--- src/rtl/mem_stage.sv ---
// mem_stage: RV32I memory-access stage; loads/stores go to a single-ported data memory via req/ack.
// Define MEM_MISALIGN_TRAP_EN to trap misaligned accesses instead of issuing them force-aligned.
module mem_stage #(
  parameter int ADDR_W = 32
) (
  input  logic              i_clk,
  input  logic              i_rst,
  input  logic              i_valid_in,
  input  logic [31:0]       i_pc_in,
  input  logic [31:0]       i_instr_in,
  input  logic [31:0]       i_data_in,
  input  logic [31:0]       i_store_val,
  output logic              o_stall_m,
  output logic              o_dmem_req,
  output logic              o_dmem_we,
  output logic [ADDR_W-1:0] o_dmem_addr,
  output logic [31:0]       o_dmem_wdata,
  output logic [3:0]        o_dmem_be,
  input  logic              i_dmem_ack,
  input  logic [31:0]       i_dmem_rdata,
  output logic              o_valid_out,
  output logic [31:0]       o_pc_out,
  output logic [31:0]       o_instr_out,
  output logic [31:0]       o_result,
  output logic              o_misaligned
);

  // state   | meaning
  // ST_IDLE | nothing outstanding; valid_in is accepted, dmem_ack ignored
  // ST_BUSY | request held on the memory port until dmem_ack; valid_in ignored
  typedef enum logic {ST_IDLE = 1'b0, ST_BUSY = 1'b1} state_t;
  typedef enum logic [1:0] {SZ_B = 2'd0, SZ_H = 2'd1, SZ_W = 2'd2} size_t;

  localparam logic [6:0] OPC_LOAD  = 7'b0000011;
  localparam logic [6:0] OPC_STORE = 7'b0100011;

  state_t      r_state;
  state_t      w_state_nxt;

  logic        r_is_store;
  size_t       r_size;
  logic        r_unsigned;
  logic [31:0] r_addr;
  logic [31:0] r_store_val;
  logic [31:0] r_pc;
  logic [31:0] r_instr;

  logic        r_valid_out;
  logic [31:0] r_result;
  logic [31:0] r_pc_out;
  logic [31:0] r_instr_out;

  logic [6:0]  w_opcode;
  logic [2:0]  w_funct3;
  logic        w_is_load;
  logic        w_is_store;
  logic        w_is_mem;
  size_t       w_size;
  logic        w_unsigned;
  logic        w_busy;

  logic [3:0]  w_be;
  logic [31:0] w_wdata;
  logic [7:0]  w_byte;
  logic [15:0] w_half;
  logic [31:0] w_load_data;

  logic        w_capture;
  logic        w_valid_nxt;
  logic [31:0] w_result_nxt;
  logic [31:0] w_pc_out_nxt;
  logic [31:0] w_instr_out_nxt;
  logic        w_misal_nxt;

  assign w_opcode   = i_instr_in[6:0];
  assign w_funct3   = i_instr_in[14:12];
  assign w_is_load  = (w_opcode == OPC_LOAD);
  assign w_is_store = (w_opcode == OPC_STORE);
  assign w_is_mem   = w_is_load | w_is_store;
  assign w_unsigned = w_is_load & ((w_funct3 == 3'b100) | (w_funct3 == 3'b101));

  // Unused load/store size encodings fall back to a full word.
  always_comb begin
    w_size = SZ_W;
    if (w_is_store) begin
      case (w_funct3)
        3'b000:  w_size = SZ_B;
        3'b001:  w_size = SZ_H;
        default: w_size = SZ_W;
      endcase
    end else begin
      case (w_funct3)
        3'b000, 3'b100: w_size = SZ_B;
        3'b001, 3'b101: w_size = SZ_H;
        default:        w_size = SZ_W;
      endcase
    end
  end

`ifdef MEM_MISALIGN_TRAP_EN
  logic w_misal;
  logic r_misaligned;

  always_comb begin
    case (w_size)
      SZ_H:    w_misal = i_data_in[0];
      SZ_W:    w_misal = |i_data_in[1:0];
      default: w_misal = 1'b0;
    endcase
  end
`endif

  // Lane steering uses only the captured access, so the bus stays stable while upstream is stalled.
  always_comb begin
    case (r_size)
      SZ_B: begin
        w_be    = 4'b0001 << r_addr[1:0];
        w_wdata = {4{r_store_val[7:0]}};
      end
      SZ_H: begin
        w_be    = 4'b0011 << {r_addr[1], 1'b0};
        w_wdata = {2{r_store_val[15:0]}};
      end
      default: begin
        w_be    = 4'b1111;
        w_wdata = r_store_val;
      end
    endcase
  end

  always_comb begin
    case (r_addr[1:0])
      2'd0:    w_byte = i_dmem_rdata[7:0];
      2'd1:    w_byte = i_dmem_rdata[15:8];
      2'd2:    w_byte = i_dmem_rdata[23:16];
      default: w_byte = i_dmem_rdata[31:24];
    endcase
    w_half = r_addr[1] ? i_dmem_rdata[31:16] : i_dmem_rdata[15:0];
    case (r_size)
      SZ_B:    w_load_data = r_unsigned ? {24'h0, w_byte} : {{24{w_byte[7]}}, w_byte};
      SZ_H:    w_load_data = r_unsigned ? {16'h0, w_half} : {{16{w_half[15]}}, w_half};
      default: w_load_data = i_dmem_rdata;
    endcase
  end

  always_comb begin
    w_state_nxt     = r_state;
    w_capture       = 1'b0;
    w_valid_nxt     = 1'b0;
    w_result_nxt    = r_result;
    w_pc_out_nxt    = r_pc_out;
    w_instr_out_nxt = r_instr_out;
    w_misal_nxt     = 1'b0;
    case (r_state)
      ST_IDLE: begin
        if (i_valid_in) begin
          if (!w_is_mem) begin
            w_valid_nxt     = 1'b1;
            w_result_nxt    = i_data_in;
            w_pc_out_nxt    = i_pc_in;
            w_instr_out_nxt = i_instr_in;
`ifdef MEM_MISALIGN_TRAP_EN
          end else if (w_misal) begin
            w_valid_nxt     = 1'b1;
            w_misal_nxt     = 1'b1;
            w_result_nxt    = i_data_in;
            w_pc_out_nxt    = i_pc_in;
            w_instr_out_nxt = i_instr_in;
`endif
          end else begin
            w_capture   = 1'b1;
            w_state_nxt = ST_BUSY;
          end
        end
      end
      ST_BUSY: begin
        if (i_dmem_ack) begin
          w_valid_nxt     = 1'b1;
          w_result_nxt    = r_is_store ? r_addr : w_load_data;
          w_pc_out_nxt    = r_pc;
          w_instr_out_nxt = r_instr;
          w_state_nxt     = ST_IDLE;
        end
      end
      default: w_state_nxt = ST_IDLE;
    endcase
  end

  always_ff @(posedge i_clk) begin
    if (i_rst) r_state <= ST_IDLE;
    else       r_state <= w_state_nxt;
  end

  always_ff @(posedge i_clk) begin
    if (i_rst) begin
      r_is_store  <= 1'b0;
      r_size      <= SZ_B;
      r_unsigned  <= 1'b0;
      r_addr      <= 32'h0;
      r_store_val <= 32'h0;
      r_pc        <= 32'h0;
      r_instr     <= 32'h0;
      r_valid_out <= 1'b0;
      r_result    <= 32'h0;
      r_pc_out    <= 32'h0;
      r_instr_out <= 32'h0;
    end else begin
      if (w_capture) begin
        r_is_store  <= w_is_store;
        r_size      <= w_size;
        r_unsigned  <= w_unsigned;
        r_addr      <= i_data_in;
        r_store_val <= i_store_val;
        r_pc        <= i_pc_in;
        r_instr     <= i_instr_in;
      end
      r_valid_out <= w_valid_nxt;
      r_result    <= w_result_nxt;
      r_pc_out    <= w_pc_out_nxt;
      r_instr_out <= w_instr_out_nxt;
    end
  end

`ifdef MEM_MISALIGN_TRAP_EN
  always_ff @(posedge i_clk) begin
    if (i_rst) r_misaligned <= 1'b0;
    else       r_misaligned <= w_misal_nxt;
  end
  assign o_misaligned = r_misaligned;
`else
  assign o_misaligned = w_misal_nxt;
`endif

  // Memory port is driven only while an access is outstanding.
  assign w_busy       = (r_state == ST_BUSY);
  assign o_stall_m    = w_busy;
  assign o_dmem_req   = w_busy;
  assign o_dmem_we    = w_busy & r_is_store;
  assign o_dmem_addr  = w_busy ? {r_addr[ADDR_W-1:2], 2'b00} : '0;
  assign o_dmem_be    = w_busy ? w_be : 4'b0000;
  assign o_dmem_wdata = (w_busy & r_is_store) ? w_wdata : 32'h0;

  assign o_valid_out  = r_valid_out;
  assign o_pc_out     = r_pc_out;
  assign o_instr_out  = r_instr_out;
  assign o_result     = r_result;

endmodule

--- config.mk ---
export PLATFORM = sky130hd
export DESIGN_NAME = mem_stage
export DESIGN_NICKNAME = d
export VERILOG_FILES = /design/src/rtl/mem_stage.sv
export SDC_FILE = /design/constraint.sdc
export NUM_CORES = 1
export LEC_CHECK = 0
export CAP_MARGIN = 10
export CORE_ASPECT_RATIO = 1.1
export CORE_MARGIN = 8
export CORE_UTILIZATION = 45
export CTS_BUF_LIST = sky130_fd_sc_hd__clkbuf_2
export DETAILED_ROUTE_END_ITERATION = 6
export HOLD_SLACK_MARGIN = 0.03
export PLACE_DENSITY = 0.78
export REMOVE_ABC_BUFFERS = 1
export SYNTH_ARGS = -nofsm -noshare
export SYNTH_HDL_FRONTEND = slang
export SYNTH_SLANG_ARGS = --single-unit
--- constraint.sdc ---
create_clock -name i_clk -period 3 [get_ports i_clk]
set_input_delay 0.3 -clock i_clk [delete_from_list [all_inputs] [get_ports i_clk]]
set_output_delay 0.3 -clock i_clk [all_outputs]
set_load 0.01 [all_outputs]
After elaboration in Yosys (flattened, before gate mapping)
Index checks and enable logic that the tools add are counted.
{ "classes": {"n_eq_ne": 11, "n_shift": 2, "mux": 35, "n_bitwise": 5, "reduce_logical": 6} }
{ "ops": {"columns": ["operator", "count"], "rows": [
  ["$mux W32", 14],
  ["$pmux W32 S2", 5],
  ["$pmux W8 S3", 1],
  ["$mux W16", 1],
  ["$pmux W2 S2", 2],
  ["$pmux W4 S2", 1],
  ["$eq A7 B2 Y1 const B", 1],
  ["$eq A7 B6 Y1 const B", 1],
  ["$mux W1", 7],
  ["$eq A3 B3 Y1 const B", 2],
  ["$ne A2 B2 Y1 const B", 3],
  ["$eq A2 B1 Y1 const B", 2],
  ["$logic_not A2 Y1", 2],
  ["$mux W4", 1],
  ["$pmux W1 S2", 2],
  ["$reduce_or A2 Y1", 2],
  ["$shl A1 B2 Y4 const A", 1],
  ["$shl A2 B2 Y4 const A", 1],
  ["$eq A3 B1 Y1 const B", 1],
  ["$logic_not A3 Y1", 1],
  ["$reduce_and A3 Y1", 1],
  ["$and A1 B1 Y1", 2],
  ["$eq A2 B2 Y1 const B", 1],
  ["$mux W2", 1],
  ["2 further kinds", 3]
]} }
{ "word_totals": {"reg_bits": 230, "inputBits": 164, "elab_cells": 71} }

Logic depth before layout (Yosys ltp)
{ "logic_depth": {"ltp_word": 7, "mapped_depth": 7} }

Worst setup path after synthesis
No wires, ideal clock.
{ "synth_timing": {"path_kind": "register to output", "startpoint": "register r_state, in the netlist o_dmem_req", "endpoint": "output o_dmem_be[3]", "arrival_ns": 1.544, "t_required_ns": 2.700, "path_slack_ns": 1.156, "path_stages_with_launch": 6, "cell_sequence": "dfxtp_1 -> buf_2 -> buf_2 -> buf_2 -> clkbuf_1 -> a21boi_0"} }
{ "synth_between": {"elab_chain_cells": 1} }
{ "synth_rtl": {"columns": ["item", "line", "rtl"], "rows": [
  ["start: declaration", "37", "state_t r_state;"],
  ["start signal: assignment", "191", "else r_state <= w_state_nxt;"],
  ["$mux W4", "240", "assign o_dmem_be = w_busy ? w_be : 4'b0000;"],
  ["end: declaration", "18", "output logic [3:0] o_dmem_be,"]
]} }
Every way passes these cells.

Worst setup path after layout
{ "layout_timing": {"startpoint": "register r_size[1]", "endpoint": "output o_dmem_wdata[11]"} }
{ "layout_between": {"elab_chain_cells": 3} }
{ "layout_rtl": {"columns": ["item", "line", "rtl"], "rows": [
  ["start: declaration", "41", "size_t r_size;"],
  ["start signal: assignment", "210", "r_size <= w_size;"],
  ["$eq A2 B1 Y1 or $logic_not A2 Y1 (tied branches)", "115", "case (r_size)"],
  ["$pmux W32 S2 *", "115", null],
  ["$mux W32 *", "241", "assign o_dmem_wdata = (w_busy & r_is_store) ? w_wdata : 32'h0;"],
  ["end: declaration", "17", "output logic [31:0] o_dmem_wdata,"]
]} }
Every way passes the cells marked *; elsewhere a longest branch is shown, timed or not.

==> impl_metrics.ini <==
[run_status]
outcome = complete, no violations

[run]
cap_violations = 0

[cts]
clock_latency_ns = 0.86
cts_tree = built
htreeDepth = 2
clkSlewWorstSetupHoldPaths_ns = 0.10
cts_root_buf = clkbuf_2
cts_buffers = 57
cts_sinks = 230
cts_buffer_depth = 3

[synthesis]
synth_top_cell_by_area = dfxtp_1
ys_types = 44
avgSynthCellArea_um2 = 7.95
async_flop_share_pct = 0
synth_flop_cell = dfxtp_1
synth_edf_count = 0
ys_ff_latch = 230
synth_cells = 1340
synth_common_cells = nand2_1, dfxtp_1, a21oi_1, nor2_1, mux2i_1
yosysMostFrequentCell = nand2_1
ys_warn_count = 0
synth.area.top_cells = dfxtp_1, nand2_1, a21oi_1, mux2i_1, a211oi_1
synth.cell_area_mm2 = 0.0106
synth_top_area_share_pct = 43.2
ys_seq_area_share_pct = 43.2

[global_route]
grt_max_degree = 107
grt_use_total_pct = 25.2
grt_pass1_vias = 11465
antenna_found_initial = 4
grt_first_pass_wirelength_um = 59400
grt-ovfl-total = 0

[drt]
viasPerCell = 5.50
first_iter_violations = 661
num_vias = 11435
drcViolationCount = 0
drt-pass1-iter-count = 5
wire_per_inst_um = 18.5
detail-route-antenna-nets = 0
wirelength_um = 38500

[floorplan]
die_x_um = 163
core.rowCount = 59
floorplan.initialDensity_pct = 45.4
core_area_mm2 = 0.0235
io_pins = 333
dieArea_mm2 = 0.0288
die_height_um = 177

[worst_setup_path]
cp_data_required_time_ns = 2.70
crit_path_cell_trace = or2_2 -> nand2_1 -> a21oi_1 -> clkdlybuf4s50_1
arrival_ns = 2.53
path_class = flip-flop to output port
path_max_fanout = 17
crit_path_end_kind = output port
cp_slowest_cell = clkdlybuf4s50_1
critPathMaxStageDelay_ns = 0.62
start_kind = flip-flop

[timing]
fin_crit_sh_pct = 94.2
tightest_slew_ns = 1.34
fin_skew_ns = 0.0603
fin_crit_ns = 2.83
rsz0062_at_grt = false
maxSlewViolCount = 0
hold_viol = 0
timing.fmax_ghz = 0.354
slew_headroom_pct = 10.6
setup_viol = 0

[place]
dp_hpwl_um = 24700
place_inst = 1873
placed_area_mm2 = 0.0140
io_buffers = 329
place.gp.congestion = 0.836

[cells_and_area]
final_cell_area_mm2 = 0.0156
nets = 1899
finalNonFillerCells = 2078
syn_to_final_growth_pct = 46.9
n_fill_cell = 1871
drive_gt1_share_pct = 7.24

[pwr]
p_leak_uw = 0.00534
internal-power_uw = 4500
seqPwrFrac_pct = 51.5
ir_drop_uv = 287
net-switching-power_uw = 1750
power_density_mw_per_mm2 = 399
switching_share_pct = 28.0
p_comb_share_pct = 15.1
clkPwrFrac_pct = 33.3

[hold_path]
hp-class = input pin to flip-flop
## power by group through the flow
stage	sequential [µW]	combinational [µW]	clock (µW)
detailed placement	3290	819	0
global placement	3290	810	0
CTS	3220	933	2110
floorplan	3320	218	0
finish	3220	945	2080
global route	3230	1010	2310
## worst max-delay path, delay by kind of cell (launching register included)
family,cells,cell delay [ns]
buffers and inverters,1,0.62
and+or+nand+nor,2,0.42
DFF,1,0.53
AOI/OAI and AO/OA,1,0.16
## flip-flops by register name, indices dropped and copies added, names as in the netlist
| signal | count |
|---|---|
| o_instr_out | 32 |
| o_pc_out | 32 |
| o_result | 32 |
| r_addr | 32 |
| r_instr | 32 |
| r_pc | 32 |
| r_store_val | 32 |
| r_size | 2 |
| o_dmem_req | 1 |
| o_valid_out | 1 |
| r_is_store | 1 |
| r_unsigned | 1 |
## per-stage QoR
| stage | hold WS (ns) | total power (µW) | utilization [%] | setup slack [ns] | TNS (ns) |
|---|---|---|---|---|---|
| 2_1_floorplan | 0.369 | 3540 | - | -4.06 | -871.76 |
| 3_3_place_gp | 0.441 | 4100 | 59.8 | 0.641 | 0 |
| 3_5_place_dp | 0.446 | 4110 | 59.8 | 0.570 | 0 |
| 4_1_cts | 0.0302 | 6260 | 66.2 | 0.0503 | 0 |
| 5_1_grt | 0.0297 | 6550 | 66.6 | 0.0378 | 0 |
| 6_report | 0.0748 | 6240 | 66.6 | 0.173 | 0 |
## layout by cell type (no fill, tap or decap), types with 7 or more instances in the layout
master / instances
clkbuf_2: 81
clkdlybuf4s50_1: 327
a21oi_1: 183
dfxtp_1: 225
buf_12: 7
a211oi_1: 66
and3_1: 8
nand2b_1: 23
buf_4: 18
dlygate4sd3_1: 105
a221oi_1: 16
o221ai_1: 27
nor2_1: 106
nand3b_1: 7
o21ai_0: 36
and2_1: 32
mux2i_1: 90
a31oi_1: 12
nand2_1: 284
clkinv_1: 9
o21ai_1: 10
a311oi_1: 8
inv_1: 25
## metal layers
metal	routed length [µm]	vias to the layer above	part of all wire, %	track usage [%]
li1	-	5476	-	-
met5	0	-	0	0
met1	14900	5305	39	29.0
met2	18700	530	49	42.8
met4	1790	0	4.6	12.9
met3	3130	124	8.1	6.38
## final timing paths
path                     from               end  slack (ns)  cells after the start
setup / recovery    r_size[1]  o_dmem_wdata[11]        0.17                      4
hold / removal     i_pc_in[2]           r_pc[2]        0.07                      3
hold reg to reg   r_instr[19]       r_instr[19]        0.46                      2
setup reg to reg   o_dmem_req         r_addr[3]        0.63                      7
## cells by family (layout without fill, tap and decap cells)
| kind of cell | Yosys count | count (layout) | synth area share [%] |
|---|---|---|---|
| and+or+nand+nor | 487 | 487 | 19.7 |
| AOI/OAI and AO/OA | 380 | 380 | 22.2 |
| DFF | 230 | 230 | 43.2 |
| buffers and inverters | 152 | 579 | 6.29 |
| muxes | 90 | 90 | 8.46 |
| other | 1 | 7 | 0.0352 |
## repair_timing
item / in CTS / in global routing
resized for setup: 4 / 4
setup buffers: 1 / 2
setup endpoints to repair: 28 / 14
endpoints found under the hold margin: 129 / 5
hold buffers: 100 / 5
## final cells by class
| class | count | area (µm²) | share of cell area, % |
|---|---|---|---|
| Multi-Input combinational cell | 960 | 5410 | 34.6 |
| Clock buffer | 81 | 405 | 2.59 |
| Antenna cell | 4 | 10.0 | 0.0640 |
| Timing Repair Buffer | 461 | 4650 | 29.7 |
| Inverter | 25 | 93.8 | 0.600 |
| Tap cell | 305 | 382 | 2.44 |
| Sequential cell | 230 | 4620 | 29.5 |
| Clock inverter | 12 | 77.6 | 0.496 |
Note: power is estimated with default switching activity, not from simulation.
==> patch 1, RTL diff (same flow settings) <==
Build with the macro `MEM_MISALIGN_TRAP_EN` defined.
--- a/src/rtl/mem_stage.sv
+++ b/src/rtl/mem_stage.sv
@@ -1,5 +1,7 @@
 // mem_stage: RV32I memory-access stage; loads/stores go to a single-ported data memory via req/ack.
 // Define MEM_MISALIGN_TRAP_EN to trap misaligned accesses instead of issuing them force-aligned.
+`define MEM_MISALIGN_TRAP_EN
+
 module mem_stage #(
   parameter int ADDR_W = 32
 ) (
Function: changed (a bounded check fails within 4 cycles, from zero or initial values and one cycle with i_rst high).
==> patch 1 against the original RTL <==
- area after synthesis up 0.79%
- design area up 4.4%
- non-clock buffer count up 43
- sequential share of layout area down 1.1 points
- total power up 3.1%
- sequential cell count up 1
- setup slack worse by 0.10 ns
- via count up 3.7%
- routed wire length up 4.3%
==> patch 1: results (changes against the original RTL) <==
Synthesis
  – Adder-cell share of the synthesized area: 0.233% (was 0%)
  – Post-synth cell types: 45 (was 44)
  – Yosys warnings: 0 (unchanged)
  – Sequential area share after synthesis: 43.1% (was 43.2%)
  – Area contributors post-synth: dfxtp_1 (43%), nand2_1 (11%), mux2i_1 (8.8%), a21oi_1 (7.2%), nor2_1 (4.9%) (was dfxtp_1 (43%), nand2_1 (10%), a21oi_1 (8.6%), mux2i_1 (8.5%), a211oi_1 (4.7%))
  – Post-synthesis mux area share: 9.01% (was 8.46%)
  – Most numerous cell in the Yosys netlist: nand2_1 (unchanged)
  – Compound-Gate Fraction of Synth Area: 21.4% (was 22.2%)
  – Commonest cells in the netlist: nand2_1 (313), dfxtp_1 (231), a21oi_1 (154) (was nand2_1 (285), dfxtp_1 (230), a21oi_1 (183))
  – Post-synth top flop: dfxtp_1 (unchanged)
  – Synth Area in XOR/XNOR: 0% (unchanged)

Place
  – Routability cong.: 0.895 (was 0.836)
  – Port bufs: 330 (was 329)
  – Detailed Place HPWL: 26,400 um (was 24,700 um)
  – DP Area: 14,600 sq um (was 14,000 sq um)

Setup path
  – Top delay family on crit path: buffers and inverters (unchanged)
  – Critical Path Max Stage Delay: 0.56 ns (was 0.62 ns)
  – Crit-path slowest cell: dlygate4sd3_1 (was clkdlybuf4s50_1)
  – Critical path data arrival time: 3.71 ns (was 2.53 ns)
  – CP max FO: 24 (was 17)

GRT
  – M2 GR Usage: 43.6% (was 42.8%)
  – Met3 Use GR: 8.24% (was 6.38%)
  – Met1 Usage GRT: 29.6% (was 29.0%)
  – First-pass GRT wire length: 61,800 um (was 59,400 um)
  – Initial antenna violation count: 3 (was 4)
  – Pin count of the biggest net entering global routing: 100 (was 107)
  – Global Route Usage Sum: 26.1% (was 25.2%)

Clock network
  – Max Buffers Root-to-Sink: 3 (unchanged)
  – Clock transition at path regs: 0.10 ns (about the same)
  – Root buf cell: clkbuf_2 (unchanged)
  – TritonCTS Buffers: 59 (was 57)
  – Worst skew pair latency: 0.84 ns (was 0.86 ns)

Run status
  – Status: finished, final reports clean (unchanged)

Layout
  – Net count, final: 1,969 (was 1,899)
  – Fraction of layout cells with a size suffix above 1: 9.22% (was 7.24%)

Power
  – Pleak: 0.00581 uW (was 0.00534 uW)
  – Max VDD drop: 306 uV (was 287 uV)

STA
  – Slew @ Worst Pin: 0.819 ns (was 1.34 ns)
  – Setup Skew: 0.0577 ns (was 0.0603 ns)

Detailed routing
  – Total wire length: 40,200 um (was 38,500 um)
  – Iter 0 DRT Violations: 828 (was 661)
  – Via count: 11,863 (was 11,435)
-- patch 1: layout make-up --
| class | instances | area (sq um) |
|---|---|---|
| Sequential cell | 231 | 4640 |
| Fill cell | 1824 | 7220 |
| Tap cell | 305 | 382 |
| Clock buffer | 89 | 445 |
| Antenna cell | 6 | 15.0 |
| Timing Repair Buffer | 504 | 5180 |
| Clock inverter | 13 | 86.3 |
| Inverter | 14 | 55.1 |
| Multi-Input combinational cell | 993 | 5530 |
-- patch 1: worst reg2reg max path: cells and delay by family, from the launching register on --
| kind | cells | cell delay, ns |
|---|---|---|
| compound gates | 1 | 0.11 |
| flops | 1 | 0.50 |
| buf+inv | 3 | 1.20 |
| simple gates | 2 | 0.54 |
-- patch 1: where the power goes --
part | total [uW] | switching (uW) | leakage, uW | internal, uW
clock | 2190 | 1320 | 0.000411 | 877
sequential | 3230 | 63.0 | 0.00189 | 3160
combinational | 1020 | 427 | 0.00351 | 589
-- patch 1: cell families (layout without fill, tap and decap cells) --
logic type               Yosys count  count (layout)
AO/OA/AOI/OAI                    359             359
adder cells (fa/ha/maj)            2               2
buffers and inverters            142             620
flip-flops                       231             231
multiplexers                      96              96
other                              1               8
AND/OR/NAND/NOR                  534             534
-- patch 1: path summary, 6_finish.rpt --
path,startpoint,to,slack [ns],depth (start not counted)
max,i_instr_in[4],o_dmem_req$_SDFF_PP0_,0.07,13
min,i_data_in[17],r_addr[17]$_SDFFE_PP0P_,0.07,3
max reg2reg,o_dmem_req$_SDFF_PP0_,o_dmem_req$_SDFF_PP0_,0.56,6
min reg2reg,r_pc[15]$_SDFFE_PP0P_,r_pc[15]$_SDFFE_PP0P_,0.46,2
-- patch 1: timing repair --
action                                  CTS  global route
endpoints found under the setup margin   16             9
hold buffers                            117             0
hold endpoints to repair                175             0
resized for setup                         7             6
setup buffers                             0             1
-- patch 1: per-layer routing --
| layer | vias to the layer above | share of wire (%) |
|---|---|---|
| li1 | 5636 | - |
| met1 | 5539 | 39 |
| met2 | 591 | 48 |
| met3 | 97 | 9.6 |
| met4 | 0 | 3.7 |
| met5 | - | 0 |
-- patch 1: stage by stage --
step                worst slack, ns  power, uW  hold slack (ns)  std cells    TNS, ns
floorplan                     -4.57       3570            0.369       1238   -1007.20
global placement             0.0354       4150            0.441       1929          0
detailed placement           -0.146       4170            0.448       1929      -4.63
CTS                         0.00276       6490           0.0311       2148          0
global route              -0.000770       6730           0.0304       2152  -0.000770
finish                       0.0704       6440           0.0739       2155          0
==> patch 2, RTL diff (same settings) <==
Made on the original files. Take the reset off `r_result` and load it in a clocked block of its own.
--- a/src/rtl/mem_stage.sv
+++ b/src/rtl/mem_stage.sv
@@ -201,7 +201,6 @@
       r_pc        <= 32'h0;
       r_instr     <= 32'h0;
       r_valid_out <= 1'b0;
-      r_result    <= 32'h0;
       r_pc_out    <= 32'h0;
       r_instr_out <= 32'h0;
     end else begin
@@ -215,10 +214,13 @@
         r_instr     <= i_instr_in;
       end
       r_valid_out <= w_valid_nxt;
-      r_result    <= w_result_nxt;
       r_pc_out    <= w_pc_out_nxt;
       r_instr_out <= w_instr_out_nxt;
     end
+  end
+
+  always_ff @(posedge i_clk) begin
+    r_result <= w_result_nxt;
   end
 
 `ifdef MEM_MISALIGN_TRAP_EN
Formal check against the unedited RTL: not equivalent (Yosys sat finds a counterexample within 4 cycles, from zero or initial values and one cycle with i_rst high).
==> patch 2 against the original RTL <==
- area after synthesis is 2.6% lower
- first-iteration DRC count is 13% higher
- routed wire length is 2.1% higher
- combinational power is 4.2% lower
- largest power group unchanged
- cell count is 2.5% lower
- design area is 0.18% higher
- core utilization is 2.1 points higher
- total power is 1.0% higher
- sequential cell count stayed put
- register-to-register slack worse by 0.07 ns
- setup slack better by 0.0015 ns
- die area is 2.4% lower
==> patch 2: results (changes against the original RTL) <==
GRT
  – M2 GR Usage: 44.3% (was 42.8%)
  – Pin count of the biggest net entering global routing: 124 (was 107)
  – Met1 Usage GRT: 30.7% (was 29.0%)
  – Met3 Use GR: 8.43% (was 6.38%)
  – First-pass GRT wire length: 60,500 um (was 59,400 um)
  – Global Route Usage Sum: 26.4% (was 25.2%)
  – Initial antenna violation count: 3 (was 4)

Layout
  – Area Overhead vs Synth: 51.1% (was 46.9%)
  – Net count, final: 1,846 (was 1,899)
  – Fraction of layout cells with a size suffix above 1: 9.11% (was 7.24%)
  – Fillers: 1,786 (was 1,871)

Power
  – P_seq: 3270 uW (was 3220 uW)
  – Sw frac: 27.0% (was 28.0%)
  – Pleak: 0.00547 uW (was 0.00534 uW)
  – Power Dens Cells: 403 nW/um^2 (was 399 nW/um^2)
  – Max VDD drop: 367 uV (was 287 uV)
  – Power in the clock group: 2140 uW (was 2080 uW)

Clock network
  – Setup Buffers After CTS: 3 (was 1)
  – TritonCTS Buffers: 58 (was 57)
  – CTS Hold Buffers Added: 106 (was 100)
  – Post-CTS sizing: 8 (was 4)
  – Worst skew pair latency: 0.82 ns (was 0.86 ns)

Synthesis
  – Syn Area/Cell: 8.26 sq um (was 7.95 sq um)
  – Commonest cells in the netlist: nand2_1 (289), a21oi_1 (199), dfxtp_1 (198) (was nand2_1 (285), dfxtp_1 (230), a21oi_1 (183))
  – Post-synthesis mux area share: 9.04% (was 8.46%)
  – Sequential area share after synthesis: 47.5% (was 43.2%)
  – Area contributors post-synth: dfxtp_1 (38%), nand2_1 (10%), a21oi_1 (9.6%), edfxtp_1 (9.3%), mux2i_1 (8.5%) (was dfxtp_1 (43%), nand2_1 (10%), a21oi_1 (8.6%), mux2i_1 (8.5%), a211oi_1 (4.7%))
  – Compound-Gate Fraction of Synth Area: 17.9% (was 22.2%)
  – Post-synth EDFFs: 32 (was 0)
  – Post-synth cell types: 36 (was 44)

Detailed routing
  – WL met1: 15,500 um (was 14,900 um)
  – Via count: 11,143 (was 11,435)
  – Met3 WL post-DR: 3920 um (was 3130 um)
  – Pre-antenna DRT Iters: 6 (was 5)
  – Vias per inst: 5.50 (about the same)
  – Drt wl/cell: 19.4 um (was 18.5 um)
  – Iter 0 DRT Violations: 748 (was 661)
  – Uppermost layer routed: met5 (was met4)
  – WL met2: 18,600 um (was 18,700 um)

Place
  – Detailed Place HPWL: 24,800 um (was 24,700 um)
  – DP Area: 13,900 sq um (was 14,000 sq um)
  – DP Worst Slack: 0.459 ns (was 0.570 ns)
  – Routability cong.: 0.894 (was 0.836)

Setup path
  – CP max FO: 7 (was 17)

STA
  – Slew @ Worst Pin: 0.882 ns (was 1.34 ns)
  – Setup Skew: 0.0750 ns (was 0.0603 ns)

Run status
  – Status: finished, final reports clean (unchanged)
patch 2: cell count changes after synthesis, moves of 8 or more:
| cell | delta |
|---|---|
| nand2b_1 | -15 |
| a21oi_1 | +16 |
| dfxtp_1 | -32 |
| a311oi_1 | -8 |
| edfxtp_1 | +32 |
| o221ai_1 | -27 |
| o21ai_0 | -16 |
| o21ai_1 | -9 |
| buf_2 | -13 |
| clkbuf_1 | -8 |
| nor2_1 | +15 |
| a31oi_1 | -12 |
| inv_1 | -21 |
patch 2: logic make-up after synthesis:
| logic type | after synthesis |
|---|---|
| other | 1 |
| buffers and inverters | 116 |
| AOI/OAI and AO/OA | 316 |
| DFF | 230 |
| muxes | 92 |
| and+or+nand+nor | 500 |
patch 2: layout make-up:
| type | instances | share of cell area (%) |
|---|---|---|
| multi-input cells | 911 | 31.7 |
| flip-flops and latches | 230 | 31.5 |
| repair buffers | 477 | 30.9 |
| clock buffers | 89 | 2.84 |
| well taps | 300 | 2.40 |
| clock inverters | 13 | 0.487 |
| inverters | 4 | 0.120 |
| diodes | 2 | 0.0319 |
patch 2: path summary, 6_finish.rpt:
check                             endpoint                startpoint  cells past startpoint  slack, ns
setup reg to reg      r_pc[9]$_SDFFE_PP0P_     o_dmem_req$_SDFF_PP0_                      6       0.56
hold / removal    r_instr[12]$_SDFFE_PP0P_            i_instr_in[12]                      3       0.12
hold reg to reg   r_instr[30]$_SDFFE_PP0P_  r_instr[30]$_SDFFE_PP0P_                      2       0.46
setup / recovery          o_dmem_wdata[11]    r_size[0]$_SDFFE_PP0P_                      6       0.17
patch 2: worst max-delay path, stage by stage (launching register included):
cell and delay (ns):
dfxtp_2 0.36, buf_4 0.19, nor2_2 0.15, buf_6 0.17, nand2_1 0.08, a21oi_1 0.15
clkdlybuf4s50_1 0.58
